===== src/rtl/sysu_74ls165_pkg.sv =====
`timescale 1ns/1ps
// Shared control-decode types for the sysu_74ls165 parallel-in/serial-out shift register.
package sysu_74ls165_pkg;

    typedef enum logic [1:0] {
        MODE_LOAD    = 2'b00,
        MODE_HOLD    = 2'b01,
        MODE_SHIFT   = 2'b10,
        MODE_UNKNOWN = 2'b11
    } mode_e;

    // Any unknown on SH_LD_N or CLK_INH falls through to MODE_UNKNOWN, which poisons every stage.
    function automatic mode_e decode_mode(input logic sh_ld_n, input logic clk_inh);
        mode_e m;
        case ({sh_ld_n, clk_inh})
            2'b00, 2'b01: m = MODE_LOAD;
            2'b11:        m = MODE_HOLD;
            2'b10:        m = MODE_SHIFT;
            default:      m = MODE_UNKNOWN;
        endcase
        return m;
    endfunction

endpackage


===== src/rtl/sysu_165_stage.sv =====
`timescale 1ns/1ps
// One bit of the 74LS165 register: flip-flop with async clear and a load/hold/shift next-state mux.
module sysu_165_stage
    import sysu_74ls165_pkg::*;
(
    input  logic  clk,
    input  logic  clr_n,
    input  mode_e mode,
    input  logic  load_bit,
    input  logic  shift_bit,
    output logic  q
);

    logic q_r;
    logic d_next_s;

    // Next-state select for this stage.
    always_comb begin
        d_next_s = q_r;
        case (mode)
            MODE_LOAD:  d_next_s = load_bit;
            MODE_HOLD:  d_next_s = q_r;
            MODE_SHIFT: d_next_s = shift_bit;
            default:    d_next_s = 1'bx;
        endcase
    end

    // Stage flop; clear is asynchronous and dominates the clock.
    always_ff @(posedge clk or negedge clr_n) begin
        if (!clr_n) begin
            q_r <= 1'b0;
        end else begin
            q_r <= d_next_s;
        end
    end

    assign q = q_r;

endmodule


===== src/rtl/sysu_74ls165.sv =====
`timescale 1ns/1ps
// Parallel-in/serial-out shift register modelled on the 74LS165: MSB-first out on QH,
// SER feeds stage 0 for cascading, CLK_INH suppresses shifting, CLR_N clears asynchronously.
module sysu_74ls165
    import sysu_74ls165_pkg::*;
#(
    parameter int Delay = 0,
    parameter int WIDTH = 8
) (
    input  logic             CLK,
    input  logic             CLR_N,
    input  logic             SH_LD_N,
    input  logic             CLK_INH,
    input  logic             SER,
    input  logic [WIDTH-1:0] D,
    output logic             QH,
    output logic             QH_N
);

    mode_e            mode_s;
    logic [WIDTH-1:0] r_s;
    logic [WIDTH-1:0] shift_in_s;

    // Decoded once so every stage sees the same (possibly poisoned) mode on an edge.
    assign mode_s     = decode_mode(SH_LD_N, CLK_INH);
    assign shift_in_s = {r_s[WIDTH-2:0], SER};

    for (genvar i = 0; i < WIDTH; i++) begin : g_stage
        sysu_165_stage u_stage (
            .clk       (CLK),
            .clr_n     (CLR_N),
            .mode      (mode_s),
            .load_bit  (D[i]),
            .shift_bit (shift_in_s[i]),
            .q         (r_s[i])
        );
    end

    // Library-wide simulation propagation delay on the output pins only.
    assign #(Delay) QH   = r_s[WIDTH-1];
    assign #(Delay) QH_N = ~r_s[WIDTH-1];

endmodule

===== config.mk =====
export PLATFORM = sky130hd
export DESIGN_NAME = sysu_74ls165
export DESIGN_NICKNAME = d
export VERILOG_FILES = /design/src/rtl/sysu_74ls165_pkg.sv /design/src/rtl/sysu_165_stage.sv /design/src/rtl/sysu_74ls165.sv
export SDC_FILE = /design/constraint.sdc
export NUM_CORES = 1
export LEC_CHECK = 0
export BUFFER_PORTS_ARGS = -buffer_cell sky130_fd_sc_hd__buf_4
export CAP_MARGIN = 40
export CORE_AREA = 2 2 39 41
export CTS_CLUSTER_SIZE = 20
export DETAILED_ROUTE_END_ITERATION = 8
export DIE_AREA = 0 0 41 43
export PLACE_DENSITY = 0.64
export SETUP_SLACK_MARGIN = 0.05
export SLEW_MARGIN = 5
export SYNTH_ARGS = -nofsm -noshare
export SYNTH_HDL_FRONTEND = slang
export SYNTH_SLANG_ARGS = --single-unit --ignore-timing --ignore-initial --compat-mode --unroll-limit 50000

===== constraint.sdc =====
create_clock -name CLK -period 1.7 [get_ports CLK]
set_clock_uncertainty 0.05 [all_clocks]
set_input_delay 0.34 -clock CLK [delete_from_list [all_inputs] [get_ports CLK]]
set_output_delay 0.34 -clock CLK [all_outputs]
set_load 0.005 [all_outputs]

======== After elaboration in Yosys (flattened, before gate mapping) ========
Cells that the tools add are included.
cells by class
  equality and inequality tests ........... 5
  bitwise operators ....................... 1
  multiplexer cells ....................... 9
  reduce and logical (&&, ||, !) cells .... 3
operators with widths
  kind                                                                   number
  1-bit one-hot mux with 2 select lines                                  8
  2-bit equality test, second input constant                             3
  2-bit one-hot mux with 3 select lines                                  1
  2-bit by 1-bit equality test with 1-bit output, second input constant  2
  2-bit logical NOT                                                      2
  2-bit OR reduction                                                     1
  1-bit NOT                                                              1
word-level totals
  register bits after elaboration ......... 8
  word-level logic and storage cells ...... 26
  output and inout bits ................... 2

======== Longest topological paths before layout ========
  depth after elaboration ................. 5
  gate-level depth with buffers ........... 4

======== By module ========
A second synthesis with hierarchy kept.
second synthesis, totals
  cell total of the unflattened synthesis .. 35
  area total of the unflattened synthesis .. 460.4 µm²
by module, submodules not included
  module          seq. area each (µm²)  area each (µm²)  cells an instance  instances
  sysu_165_stage  25.0                  55.1             4                  8
  sysu_74ls165    0.0                   20.0             3                  1

======== Worst setup path after synthesis ========
Ideal clock, no wire load.
  path kind ............................... input -> register
  start ................................... input port SH_LD_N
  end ..................................... register g_stage[3].u_stage.q_r
  cell stages on the path ................. 4
  setup time .............................. 0.122 ns
  arrival ................................. 0.753 ns
  path slack .............................. 0.775 ns
  cells stage by stage .................... buf_4 -> buf_6 -> nor2_1 -> a21oi_2
between the ends
  cells in the longest elaborated chain, start to end .. 5
  elaborated cells between the ends (all ways) .. 10
ends and longest elaborated chain
  what                                                                                 RTL line                text
  start: declaration                                                                   sysu_74ls165.sv:12      input logic SH_LD_N,
  2-bit by 1-bit equality test with 1-bit output or 2-bit logical NOT (tied branches)  sysu_74ls165_pkg.sv:15  case ({sh_ld_n, clk_inh})
  2-bit OR reduction                                                                   sysu_74ls165_pkg.sv:15
  2-bit one-hot mux with 3 select lines (*)                                            sysu_74ls165_pkg.sv:15
  2-bit equality test or 2-bit logical NOT (tied branches)                             sysu_165_stage.sv:20    case (mode)
  1-bit one-hot mux with 2 select lines                                                sysu_165_stage.sv:20
  end signal: assignment                                                               sysu_165_stage.sv:33    q_r <= d_next_s;
  end: declaration                                                                     sysu_165_stage.sv:14    logic q_r;
Every way passes the cells marked *; elsewhere a longest branch is shown, timed or not.
A chain may end at the register's enable or synchronous reset.

======== Worst setup path after layout ========
  start ................................... register g_stage[7].u_stage.q_r
  end ..................................... output port QH_N
between the ends
  cells in the longest elaborated chain, start to end .. 1
ends and longest elaborated chain
  what                      RTL line              text
  start: declaration        sysu_165_stage.sv:14
  start signal: assignment  sysu_165_stage.sv:33
  1-bit NOT                 sysu_74ls165.sv:41    assign #(Delay) QH_N = ~r_s[WIDTH-1];
  end: declaration          sysu_74ls165.sv:17    output logic QH_N
Every way passes these cells.

==> out/qor.yml <==
cts.path.max_buffers: 2
status: "finished, final reports clean"
grt_pass1_vias: 288
grt_util_all_layers_pct: 9.91
placement_rows: 14
yosysTopAreaCell: "dfrtp_1"
synth_cell_types: 8
power.density_nw_per_um2: 855
crit_family: "flip-flops"
io_pins: 15
max_cap_viol_count: 0
io_buffers: 14
crit_chain: "inv_1 -> buf_4"
period_minus_slack_ns: 1.18
clock_sinks: 8
drtAntennaViolNets: 0
min_path_type: "in2reg"
start_util_pct: 28.0
crit_path_max_incr_delay_ns: 0.39
cts_max_level: 1
ctsResizeCount: 0
dp_hpwl_um: 519
p_total_uw: 441
post_drt_wl_per_cell_um: 10.3
place_worst_setup_slack_ns: 0.703
routed_wl_um: 687
grt.overflow.total: 0
worstPathRequired_ns: 1.31
dieWidth_um: 41
rsz0062_at_grt: "false"
period_share_pct: 69.2
drive_gt1_share_pct: 35.3
endpoint_kind: "output pin"
clock_latency_ns: 0.25
grt_pass1_wl_um: 1130
drc: 0
power_frac_clock_pct: 32.1
clock-root-buffer: "clkbuf_4"
worst_pin_slew_ns: 0.173
synth.net_count: 49
switching_share_pct: 23.7
synthCells: 36
avgViaCountPerCell: 4.30
whs_ns: 0.285
placed_area_um2: 483
fin_area_um2: 515
p_leak_nw: 0.256
fin_cells: 67
dieArea_um2: 1760
drtIter0Drc: 6
syn-cell-area_um2: 388
synthTopCellsByArea: "dfrtp_1 (52%), mux2i_1 (21%), a21oi_1 (9.0%)"
seqPwrFrac_pct: 50.0
final_nets: 66
p_switching_uw: 104
setup_ws_ns: 0.524
crit_arrival_ns: 0.79
finalSetupViolations: 0
drv_slew: 0
syn_avg_cell_area_um2: 10.8
vias: 288
critPathBufInv: 2
area.growth.synth_to_final_pct: 32.9
comb_power_share_pct: 17.9
firstDrtPassIters: 3
final_core_util_pct: 37.3
slew-limit-headroom_pct: 88.1
fmax_mhz: 850
internal-power_uw: 337
die_h_um: 43
slowest_stage: "dfrtp_1"
crit_path_max_fanout: 3
setup_tns_ns: 0
ys_ff_latch: 8
largest_register_ffs: 8
cts_tree: "built"
numCtsBuffers: 3
clkTransAtPathRegs_ns: 0.05
ys_warn_count: 0
antenna_found_initial: 0
grt_max_degree: 17
ys_seq_area_share_pct: 51.6
core_um2: 1380
gp_congestion: 0.582
final_hold_viol_count: 0
crit_type: "reg2out"
num_antenna_cells: 0
critPathLaunchType: "flop"
ir_drop_uv: 277
synth_top_area_share_pct: 51.6
dp_cells: 63
==> cell usage after synthesis <==
cell type	count
dfrtp_1	8
mux2i_1	8
nor2_1	8
a21oi_1	7
buf_6	2
a21oi_2	1
buf_4	1
inv_1	1
==> worst min-delay path, delay by kind of cell <==
family,cells,cell delay [ns]
AOI/OAI and AO/OA,1,0.10
and+or+nand+nor,1,0.03
buffers and inverters,1,0.07
==> per-layer routing <==
metal  global-route usage (%)  routed length (um)  up-vias  share of wire [%]
li1                         -                   -      154                  -
met1                     12.5                 317      122                 46
met2                     13.1                 302       10                 44
met3                     3.14                  53        2                7.7
met4                     8.00                  14        0                2.0
met5                        0                   0        -                  0
==> layout make-up <==
cell class | count | area (um^2)
Timing Repair Buffer | 15 | 115
Multi-Input combinational cell | 24 | 154
Inverter | 1 | 3.75
Clock buffer | 3 | 22.5
Fill cell | 142 | 868
Sequential cell | 8 | 200
Tap cell | 16 | 20.0
==> logic make-up after synthesis <==
group,Yosys count,share of synthesized area (%)
flip-flops,8,51.6
buffers and inverters,4,8.71
multiplexers,8,20.6
AND/OR/NAND/NOR,8,7.74
AO/OA/AOI/OAI,8,11.3
==> power groups by stage <==
stage          Sequential (mW)  Combinational [mW]  Clock, mW
6_report                 0.220              0.0790      0.141
5_1_grt                  0.222              0.0900      0.158
4_1_cts                  0.221              0.0807      0.148
3_5_place_dp             0.224              0.0788          0
3_3_place_gp             0.224              0.0763          0
2_1_floorplan            0.222              0.0468          0
==> repair_timing <==
item | CTS | global route
hold buffers | 1 | 0
endpoints found under the setup margin | 0 | 0
setup buffers | 0 | 0
endpoints found under the hold margin | 8 | 0
==> cells in the final DEF (no fill, tap or decap) <==
master,count
a21oi_1,7
a21oi_2,1
buf_4,14
clkbuf_4,3
dfrtp_1,8
dlygate4sd3_1,1
inv_1,1
mux2i_1,8
nor2_1,8
==> worst paths after layout <==
kind                                 startpoint                   end  slack (ns)  cells past startpoint
hold / removal                             D[4]  g_stage[4].u_stage.q        0.29                      3
setup reg to reg           g_stage[3].u_stage.q  g_stage[3].u_stage.q        0.90                      2
max in group asynchronous                 CLR_N  g_stage[6].u_stage.q        1.08                      2
setup / recovery           g_stage[7].u_stage.q                  QH_N        0.52                      2
hold reg to reg            g_stage[5].u_stage.q  g_stage[6].u_stage.q        0.52                      2
min in group asynchronous                 CLR_N  g_stage[3].u_stage.q        0.39                      2
(Power assumes the default switching activity.)
